### src/rtl/cbus_pkg.sv
// Shared CBUS definitions: command encoding, bus data width and the
// sequencer state encoding used by the memory master.
package cbus_pkg;

  localparam logic CBUS_CMD_WR = 1'b1;
  localparam logic CBUS_CMD_RD = 1'b0;
  localparam int   CBUS_DATA_W = 32;

  typedef enum logic [2:0] {
    ST_IDLE  = 3'd0,
    ST_REQ   = 3'd1,
    ST_RDATA = 3'd2,
    ST_GAP   = 3'd3,
    ST_FIN   = 3'd4
  } state_t;

endpackage

### src/rtl/cbus_req_if.sv
// CBUS request channel: holds one outstanding request, detects the matching
// handshake and times out a request that is never answered.
module cbus_req_if
  import cbus_pkg::*;
#(
  parameter int DW          = 32,
  parameter int CBUS_AW     = 10,
  parameter int TIMEOUT_CYC = 1024
) (
  input  logic               clk,
  input  logic               sreset,
  input  logic               issue,
  input  logic               issue_cmd,
  input  logic [CBUS_AW-1:0] issue_addr,
  input  logic [DW-1:0]      issue_wdata,
  output logic               accepted,
  output logic               rdata_valid,
  output logic               timeout,
  output logic               cbus_req,
  output logic               cbus_cmd,
  output logic [CBUS_AW-1:0] cbus_addr,
  output logic [DW-1:0]      cbus_wdata,
  input  logic               cbus_waccept,
  input  logic               cbus_rresp
);

  localparam int TW = (TIMEOUT_CYC > 1) ? $clog2(TIMEOUT_CYC) : 1;
  localparam logic [TW-1:0] TO_LOAD = TW'((TIMEOUT_CYC > 0) ? TIMEOUT_CYC - 1 : 0);

  logic [TW-1:0] wait_cnt;
  logic          hs_wr;
  logic          hs_rd;

  // Handshakes of the wrong type, or with no request pending, are ignored.
  assign hs_wr    = cbus_req && (cbus_cmd == CBUS_CMD_WR) && cbus_waccept;
  assign hs_rd    = cbus_req && (cbus_cmd == CBUS_CMD_RD) && cbus_rresp;
  assign accepted = hs_wr || hs_rd;
  assign timeout  = (TIMEOUT_CYC != 0) && cbus_req && !accepted && (wait_cnt == '0);

  // Down-counter loaded on issue; terminal count on the last allowed cycle.
  always_ff @(posedge clk) begin
    if (sreset) begin
      cbus_req    <= 1'b0;
      cbus_cmd    <= 1'b0;
      cbus_addr   <= '0;
      cbus_wdata  <= '0;
      wait_cnt    <= '0;
      rdata_valid <= 1'b0;
    end else begin
      rdata_valid <= hs_rd;
      if (issue) begin
        cbus_req   <= 1'b1;
        cbus_cmd   <= issue_cmd;
        cbus_addr  <= issue_addr;
        cbus_wdata <= (issue_cmd == CBUS_CMD_WR) ? issue_wdata : '0;
        wait_cnt   <= TO_LOAD;
      end else if (accepted || timeout) begin
        cbus_req <= 1'b0;
      end else if (cbus_req && (wait_cnt != '0)) begin
        wait_cnt <= wait_cnt - 1'b1;
      end
    end
  end

endmodule

### src/rtl/cbus_mem_master.sv
// CBUS block-transfer master: write-fill of an incrementing pattern and
// read-compare against the same pattern, with mismatch and timeout reporting.
//
// state | meaning
// IDLE  | wait for start, latch operation parameters
// REQ   | request outstanding on CBUS
// RDATA | read data on the bus, compare against pattern
// GAP   | one idle bus cycle, advance index or finish
// FIN   | operation complete, done pulse follows
module cbus_mem_master
  import cbus_pkg::*;
#(
  parameter int DW          = 32,
  parameter int AW          = 10,
  parameter int CBUS_AW     = AW,
  parameter int TIMEOUT_CYC = 1024,
  parameter int ERR_CW      = 16
) (
  input  logic                   clk,
  input  logic                   sreset,
  input  logic                   start,
  input  logic                   op,
  input  logic [AW-1:0]          base_addr,
  input  logic [AW:0]            num_words,
  input  logic [DW-1:0]          seed,
  input  logic                   abort,
  output logic                   busy,
  output logic                   done,
  output logic [ERR_CW-1:0]      err_cnt,
  output logic [AW-1:0]          first_err_addr,
  output logic                   first_err_valid,
  output logic                   timeout_err,
  output logic                   cbus_req,
  output logic                   cbus_cmd,
  output logic [CBUS_AW-1:0]     cbus_addr,
  output logic [DW-1:0]          cbus_wdata,
  input  logic                   cbus_waccept,
  input  logic                   cbus_rresp,
  input  logic [CBUS_DATA_W-1:0] cbus_rddata
);

  state_t                 state;
  state_t                 state_n;
  logic                   op_q;
  logic [AW:0]            num_q;
  logic [AW:0]            idx;
  logic [AW:0]            idx_inc;
  logic [AW-1:0]          cur_addr;
  logic [DW-1:0]          cur_pat;
  logic [AW-1:0]          iss_addr;
  logic [DW-1:0]          iss_pat;
  logic                   iss_cmd;
  logic                   issue;
  logic                   accepted;
  logic                   rdata_valid;
  logic                   timeout;
  logic [CBUS_DATA_W-1:0] exp_data;
  logic                   mismatch;

  assign idx_inc = idx + 1'b1;

  cbus_req_if #(
    .DW          (DW),
    .CBUS_AW     (CBUS_AW),
    .TIMEOUT_CYC (TIMEOUT_CYC)
  ) u_req_if (
    .clk          (clk),
    .sreset       (sreset),
    .issue        (issue),
    .issue_cmd    (iss_cmd),
    .issue_addr   (CBUS_AW'(iss_addr)),
    .issue_wdata  (iss_pat),
    .accepted     (accepted),
    .rdata_valid  (rdata_valid),
    .timeout      (timeout),
    .cbus_req     (cbus_req),
    .cbus_cmd     (cbus_cmd),
    .cbus_addr    (cbus_addr),
    .cbus_wdata   (cbus_wdata),
    .cbus_waccept (cbus_waccept),
    .cbus_rresp   (cbus_rresp)
  );

  always_ff @(posedge clk) begin
    if (sreset) state <= ST_IDLE;
    else        state <= state_n;
  end

  // In IDLE the first request is built straight from the start inputs.
  always_comb begin
    state_n  = state;
    issue    = 1'b0;
    iss_cmd  = (op_q == 1'b0) ? CBUS_CMD_WR : CBUS_CMD_RD;
    iss_addr = cur_addr + 1'b1;
    iss_pat  = cur_pat + 1'b1;
    case (state)
      ST_IDLE: begin
        iss_cmd  = (op == 1'b0) ? CBUS_CMD_WR : CBUS_CMD_RD;
        iss_addr = base_addr;
        iss_pat  = seed;
        if (start) begin
          if (num_words == '0) begin
            state_n = ST_FIN;
          end else begin
            state_n = ST_REQ;
            issue   = 1'b1;
          end
        end
      end
      ST_REQ: begin
        if (timeout)
          state_n = ST_FIN;
        else if (accepted)
          state_n = (cbus_cmd == CBUS_CMD_WR) ? ST_GAP : ST_RDATA;
      end
      ST_RDATA: state_n = ST_GAP;
      ST_GAP: begin
        if ((idx_inc == num_q) || abort) begin
          state_n = ST_FIN;
        end else begin
          state_n = ST_REQ;
          issue   = 1'b1;
        end
      end
      ST_FIN:  state_n = ST_IDLE;
      default: state_n = ST_IDLE;
    endcase
  end

  always_comb begin
    exp_data           = '0;
    exp_data[DW-1:0]   = cur_pat;
    mismatch           = (cbus_rddata != exp_data);
  end

  always_ff @(posedge clk) begin
    if (sreset) begin
      busy            <= 1'b0;
      done            <= 1'b0;
      err_cnt         <= '0;
      first_err_addr  <= '0;
      first_err_valid <= 1'b0;
      timeout_err     <= 1'b0;
      op_q            <= 1'b0;
      num_q           <= '0;
      idx             <= '0;
      cur_addr        <= '0;
      cur_pat         <= '0;
    end else begin
      busy <= (state_n != ST_IDLE);
      done <= (state == ST_FIN);
      if (issue) begin
        cur_addr <= iss_addr;
        cur_pat  <= iss_pat;
      end
      case (state)
        ST_IDLE: begin
          if (start) begin
            op_q            <= op;
            num_q           <= num_words;
            idx             <= '0;
            err_cnt         <= '0;
            first_err_valid <= 1'b0;
            timeout_err     <= 1'b0;
          end
        end
        ST_REQ: begin
          if (timeout) timeout_err <= 1'b1;
        end
        ST_RDATA: begin
          if (rdata_valid && mismatch) begin
            if (err_cnt != '1) err_cnt <= err_cnt + 1'b1;
            if (!first_err_valid) begin
              first_err_addr  <= cur_addr;
              first_err_valid <= 1'b1;
            end
          end
        end
        ST_GAP:  idx <= idx_inc;
        default: ;
      endcase
    end
  end

endmodule

### config.mk
export PLATFORM = sky130hd
export DESIGN_NAME = cbus_mem_master
export DESIGN_NICKNAME = d
export VERILOG_FILES = /design/src/rtl/cbus_pkg.sv /design/src/rtl/cbus_req_if.sv /design/src/rtl/cbus_mem_master.sv
export SDC_FILE = /design/constraint.sdc
export NUM_CORES = 1
export LEC_CHECK = 0
export ABC_AREA = 1
export CAP_MARGIN = 20
export CORE_MARGIN = 3
export CORE_UTILIZATION = 37
export CTS_CLUSTER_SIZE = 24
export DETAILED_ROUTE_END_ITERATION = 8
export SYNTH_ARGS = -nofsm -noshare
export SYNTH_HDL_FRONTEND = slang
export SYNTH_SLANG_ARGS = --single-unit
### constraint.sdc
create_clock -name clk -period 2.1 [get_ports clk]
set_input_delay 0.21 -clock clk [delete_from_list [all_inputs] [get_ports clk]]
set_output_delay 0.21 -clock clk [all_outputs]
set_load 0.005 [all_outputs]
==> results.toml, run 1 <==
[job]
cap_violations = 0

[critical_path]
path_buf_inv = 1
path_cells = "ha_4, nand3_4, nor2_4, nand2_1, nand2_2, nand2_2, nand2_1, nand2_1, nor2_2, nand3_2, nand3_4, nand2_8, clkbuf_16, nand2_1, a21oi_1"
cp.depth = 15
crit_type = "reg2reg"
arrival_ps = 2510
crit_family = "simple AND/OR/NAND/NOR gates"
cp_data_required_time_ps = 2370
cpPeakStageDelay_ps = 350
cpMostUsedCell = "nand2_1"
cp-end-kind = "register"
ff2ff_path_depth = 15
cp_slowest_cell = "dfxtp_2"
cp_max_fo = 21
startpoint_type = "register"

[logic_synthesis]
ys_types = 34
synth_top_area_share_pct = 34.7
synth_compound_area_share_pct = 9.84
yosys_warnings = 0
syn_nets = 1407
ys_ff_latch = 143
synth-adder-area-share_pct = 0.910
avgSynthCellArea_um2 = 6.30
synthMuxAreaShare_pct = 0.243
synth_top_family_by_area = "simple AND/OR/NAND/NOR gates"
yosys-top-cells-area = "dfxtp_1 (35%), nand2_1 (18%), nor2_1 (9.3%)"
synth_top_area_cell = "dfxtp_1"
synthCells = 1309
synthSimpleGateAreaFrac_pct = 37.9
synth-xor-area-share_pct = 7.96
yosysSeqAreaShare_pct = 34.7
syn_area_um2 = 8250

[cells_and_area]
num-nets-final = 1614
area_growth_pct = 42.5
drive_above_1_share_pct = 12.0
fin_cells = 1804
diodes = 0

[cts]
clk-insertion-delay-late_ps = 430
holdBufCountCts = 0
clkSinkCount = 143
clk_path_buf_depth = 2
cts_tree = "built"
cts-root-buf = "clkbuf_16"
clk_pin_slew_ps = 60
cts_inserted_buffers = 17
htree_num_levels = 4

[floorplan]
io_pins = 166
dieArea_um2 = 24100
initial_utilization_pct = 38.4
placementRows = 53
die_x_um = 155
dieHeight_um = 155
core-area_um2 = 21500

[placed_design]
dp_hpwl_um = 19700
place_congestion = 0.931
place_inst = 1759
numPortBuffers = 165
dp_slack_ps = -268

[worst_hold_path]
hold_path.class = "in2reg"
min_path_cells = 4

[grt]
overflow = 0
grt_pass1_vias = 8417
antenna_found_initial = 0
grt_usage_pct = 22.7
grt_max_degree = 75
grt_pass1_wl_um = 44400

[power_and_ir_drop]
irDropWorstVdd_mv = 0.479
power_per_cell_area_nw_per_um2 = 711
finalPower_uw = 8360
p_leak_uw = 0.00473

[sta]
fin_worst_skew_ps = 13.3
grt_setup_unrepaired = "yes"
max_clock_freq_ghz = 0.446
period_needed_ps = 2240
period_share_pct = 107
setup_tns_ps = -7200
final_max_slew_viol_count = 0
tightest_slew_ps = 879
hold_viol_final = 0
timing.final.ws_setup_ps = -142
maxSlewHeadroom_pct = 41.4
setup_viol_count_final = 88

[routing]
antenna_left = 0
first_pass_iters = 8
drt-wirelength-per-cell_um = 15.6
routed_wl_um = 28200
num_vias = 8981
post_drt_via_cell_ratio = 4.98
drt_iter0_drc = 503
drc = 0

[run_status]
failed_checks = "setup timing"
outcome = "complete, but fails checks"
## per-stage QoR
stage          util, %  cell area, µm²  hold slack, ps
2_1_floorplan        -            8250             354
3_3_place_gp      49.4           10600             452
3_5_place_dp      49.4           10600             454
4_1_cts           53.6           11500             242
5_1_grt           54.7           11800             262
6_report          54.7           11800             258
## cell type report
| class | instances | area, µm² |
|---|---|---|
| Fill cell | 2122 | 9730 |
| Timing Repair Buffer | 249 | 2590 |
| Inverter | 102 | 383 |
| Multi-Input combinational cell | 1003 | 4940 |
| Clock inverter | 10 | 160 |
| Clock buffer | 22 | 464 |
| Sequential cell | 143 | 2880 |
| Tap cell | 275 | 344 |
## kinds of logic after synthesis
| family | count (synthesis) |
|---|---|
| XOR/XNOR | 75 |
| AND/OR/NAND/NOR | 762 |
| adder cells (fa/ha/maj) | 6 |
| multiplexers | 2 |
| flip-flops | 143 |
| buffers and inverters | 164 |
| AO/OA/AOI/OAI | 157 |
## worst paths after layout
| path | from | to | slack (ps) |
|---|---|---|---|
| min reg2reg | first_err_addr[6]$_SDFFE_PP0P_ | first_err_addr[6]$_SDFFE_PP0P_ | 460 |
| max | idx[1]$_SDFFE_PP0P_ | u_req_if.cbus_wdata[18]$_SDFFE_PP0P_ | -140 |
| max reg2reg | idx[1]$_SDFFE_PP0P_ | u_req_if.cbus_wdata[18]$_SDFFE_PP0P_ | -140 |
| min | sreset | u_req_if.cbus_addr[1]$_SDFFE_PP0P_ | 260 |
## cells in the final DEF, fill, tap and decap left out, drive strengths merged, types with 4 or more instances in the layout
| cell type | instances |
|---|---|
| nand2 | 395 |
| nor2 | 206 |
| clkdlybuf4s50 | 164 |
| dfxtp | 143 |
| inv | 101 |
| nand3 | 101 |
| a21oi | 91 |
| buf | 83 |
| o21ai | 54 |
| xor2 | 46 |
| nor3 | 30 |
| xnor2 | 29 |
| clkbuf | 24 |
| nand4 | 11 |
| nand3b | 8 |
| nor4 | 6 |
| ha | 6 |
| clkinv | 6 |
| bufinv | 4 |
## registers in the layout, indices dropped and copies added (netlist names)
| register | flops |
|---|---|
| u_req_if.cbus_addr | 10 |
| num_q | 11 |
| u_req_if.rdata_valid | 1 |
| u_req_if.cbus_wdata | 32 |
| u_req_if.cbus_req | 1 |
| u_req_if.wait_cnt | 10 |
| err_cnt | 16 |
| op_q | 1 |
| timeout_err | 1 |
| u_req_if.cbus_cmd | 1 |
| busy | 1 |
| state | 3 |
| idx | 11 |
| first_err_addr | 10 |
| cur_pat | 32 |
| done | 1 |
| first_err_valid | 1 |
## synth_stat cells
library cell / count
a21boi_0: 1
a21boi_1: 1
a21o_1: 1
a21oi_1: 91
a22oi_1: 2
a31oi_1: 3
and2_1: 2
and3_1: 1
buf_2: 10
buf_4: 8
buf_6: 5
clkbuf_1: 39
clkinv_1: 1
dfxtp_1: 143
ha_1: 6
inv_1: 101
mux2i_1: 2
nand2_1: 394
nand3_1: 99
nand3_2: 2
nand3b_1: 8
nand4_1: 11
nor2_1: 204
nor2_2: 2
nor3_1: 30
nor4_1: 6
o211a_1: 1
o21a_1: 1
o21ai_0: 46
o21ai_1: 8
o22ai_1: 2
or2_2: 3
xnor2_1: 29
xor2_1: 46
## tightest hold or removal path: stages
cell and delay [ps]:
buf_2 100, inv_2 170, nand2_1 120, nor2_1 30
## power by group
part	switching [µW]	internal (µW)
combinational	1040	922
clock	1200	2050
sequential	223	2930
total	2460	5900
## timing repair
action / 4_1_cts / 5_1_grt
pin swaps: 3 / 21
gates resized for setup: 17 / 62
gates cloned: 7 / 2
endpoints found under the hold margin: 0 / 0
endpoints found under the setup margin: 92 / 113
buffers inserted: 2 / 2
## routing by layer
layer | global-route usage (%) | up-vias | routed length [µm]
met2 | 37.5 | 222 | 13200
met1 | 30.7 | 4140 | 12900
li1 | - | 4586 | -
met4 | 6.13 | 0 | 532
met5 | 0 | - | 0
met3 | 4.09 | 33 | 1530
Note: power is estimated with default switching activity, not from simulation.
==> run 2: changes to the inputs <==
- CTS_CLUSTER_SIZE: 24 -> 16
- GPL_TIMING_DRIVEN: unset -> 0
==> run 2 against run 1 <==
  * The flow still finishes with violations (setup timing)
  * Clock power about the same
  * Maximum frequency decreased by 0.11%
  * Clock-buffer cell count decreased by 3
  * Critical path type unchanged
  * Critical endpoint is now u_req_if.cbus_wdata[30]$_SDFFE_PP0P_
  * Largest power group unchanged
  * Highest routed layer unchanged
==> results.toml, run 2 (synthesized netlist as in run 1, its figures left out) <==
[grt]
overflow = 0
grt_usage_pct = 23.9
antenna_found_initial = 0
grt_max_degree = 17
grt_pass1_wl_um = 45900
grt_pass1_vias = 8468

[critical_path]
cp_data_required_time_ps = 2380
cp_max_fo = 10
startpoint_type = "register"
crit_type = "reg2reg"
cp-end-kind = "register"
arrival_ps = 2520

[cells_and_area]
top_regs = "cur_pat (32), u_req_if.cbus_wdata (32), err_cnt (16)"
diodes = 0
layout_commonest_cell = "nand2_1"
design_area_um2 = 11400
fin_util_pct = 53.3
mostFrequentLayoutCells = "nand2_1 (356), nor2_1 (189), clkdlybuf4s50_1 (165)"
num-nets-final = 1598
area_growth_pct = 38.8
fin_cells = 1786
drive_above_1_share_pct = 10.3

[run_status]
failed_checks = "setup timing"
outcome = "complete, but fails checks"

[floorplan]
initial_utilization_pct = 38.4
placementRows = 53
dieHeight_um = 155
core-area_um2 = 21500
io_pins = 166
die_x_um = 155
dieArea_um2 = 24100

[sta]
grt_setup_unrepaired = "yes"
setup_viol_count_final = 79
maxSlewHeadroom_pct = 48.6
final_max_slew_viol_count = 0
timing.final.ws_setup_ps = -144
period_needed_ps = 2240
period_share_pct = 107
hold_viol_final = 0
fin_worst_skew_ps = 13.9
hold_ws_ps = 385
tightest_slew_ps = 770
max_clock_freq_ghz = 0.446

[routing]
drc = 0
post_drt_via_cell_ratio = 5.05
antenna_left = 0
first_pass_iters = 7
drt_iter0_drc = 601
routed_wl_um = 29300
num_vias = 9021
drt-wirelength-per-cell_um = 16.4

[power_and_ir_drop]
p_leak_uw = 0.00450
irDropWorstVdd_mv = 0.451
power_per_cell_area_nw_per_um2 = 731

[placed_design]
place_inst = 1749
place_congestion = 0.960
dp_hpwl_um = 22100
numPortBuffers = 165
dp_slack_ps = -730
placed_area_um2 = 10200

[cts]
holdBufCountCts = 0
clkSinkCount = 143
cts-root-buf = "clkbuf_16"
clk_pin_slew_ps = 60
htree_num_levels = 4
clk-insertion-delay-late_ps = 430
clk_path_buf_depth = 2
cts_inserted_buffers = 17
cts_tree = "built"

[job]
cap_violations = 0

[worst_hold_path]
hold_path.class = "in2reg"
-- run 2: changes by cell type in the layout (fill, tap and decap cells not counted), sizes merged --
cell,before,now
buf,83,35
clkbuf,24,53
clkinvlp,1,3
clkdlybuf4s50,164,165
inv,101,100
nand2,395,394
-- run 2: metal layers --
metal,vias up,routed length [µm],track usage [%]
li1,4555,-,-
met1,4150,13500,33.1
met2,286,13300,37.7
met3,30,1890,4.39
met4,0,588,7.96
met5,-,0,0
-- run 2: worst max-delay path: stages, from the launching register on --
cell	delay [ps]
dfxtp_1	440
nand2_1	150
nor2_2	170
nand2_1	70
nand2_1	80
nand2_1	80
nand2_1	60
nand2_1	60
nor2_1	160
nand3_2	150
nand3_4	120
nand2_4	90
buf_8	160
buf_12	150
nand2_1	80
a21oi_1	70
-- run 2: power by group --
part	switching, µW	leakage [µW]	internal, µW	total (µW)
Clock	1220	0.000304	2030	3250
Combinational	1070	0.00302	867	1930
Sequential	260	0.00118	2920	3180
-- run 2: final timing paths --
kind / cells after the start / slack [ps] / endpoint / startpoint
worst max-delay path: 15 / -140 / u_req_if.cbus_wdata[30]$_SDFFE_PP0P_ / idx[3]$_SDFFE_PP0P_
worst min-delay path: 3 / 380 / num_q[3]$_SDFFE_PP0P_ / num_words[3]
worst max register to register: 15 / -140 / u_req_if.cbus_wdata[30]$_SDFFE_PP0P_ / idx[3]$_SDFFE_PP0P_
worst min register to register: 2 / 450 / timeout_err$_SDFFE_PP0P_ / timeout_err$_SDFFE_PP0P_
-- run 2: area by class of cell --
type                    instances  area (µm²)
clock buffers                  19         453
flip-flops and latches        143        2880
repair buffers                178        1830
inverters                     102         390
clock inverters                11         165
fillers                      2185       10000
well taps                     275         344
plain buffers                  56         403
multi-input cells            1002        4980
-- run 2: timing repair --
item	in CTS	in global routing
gates cloned	2	2
hold endpoints to repair	0	0
pin swaps	6	20
endpoints found under the setup margin	135	124
setup buffers	5	4
gates resized for setup	67	76
-- run 2: metrics by stage --
| step | total power (µW) | TNS, ps |
|---|---|---|
| after global routing | 8730 | -26850 |
| after floorplan | 4190 | 0 |
| after CTS | 8250 | -4400 |
| final | 8370 | -7390 |
| after detailed placement | 4950 | -70510 |
| after global placement | 4940 | -70920 |
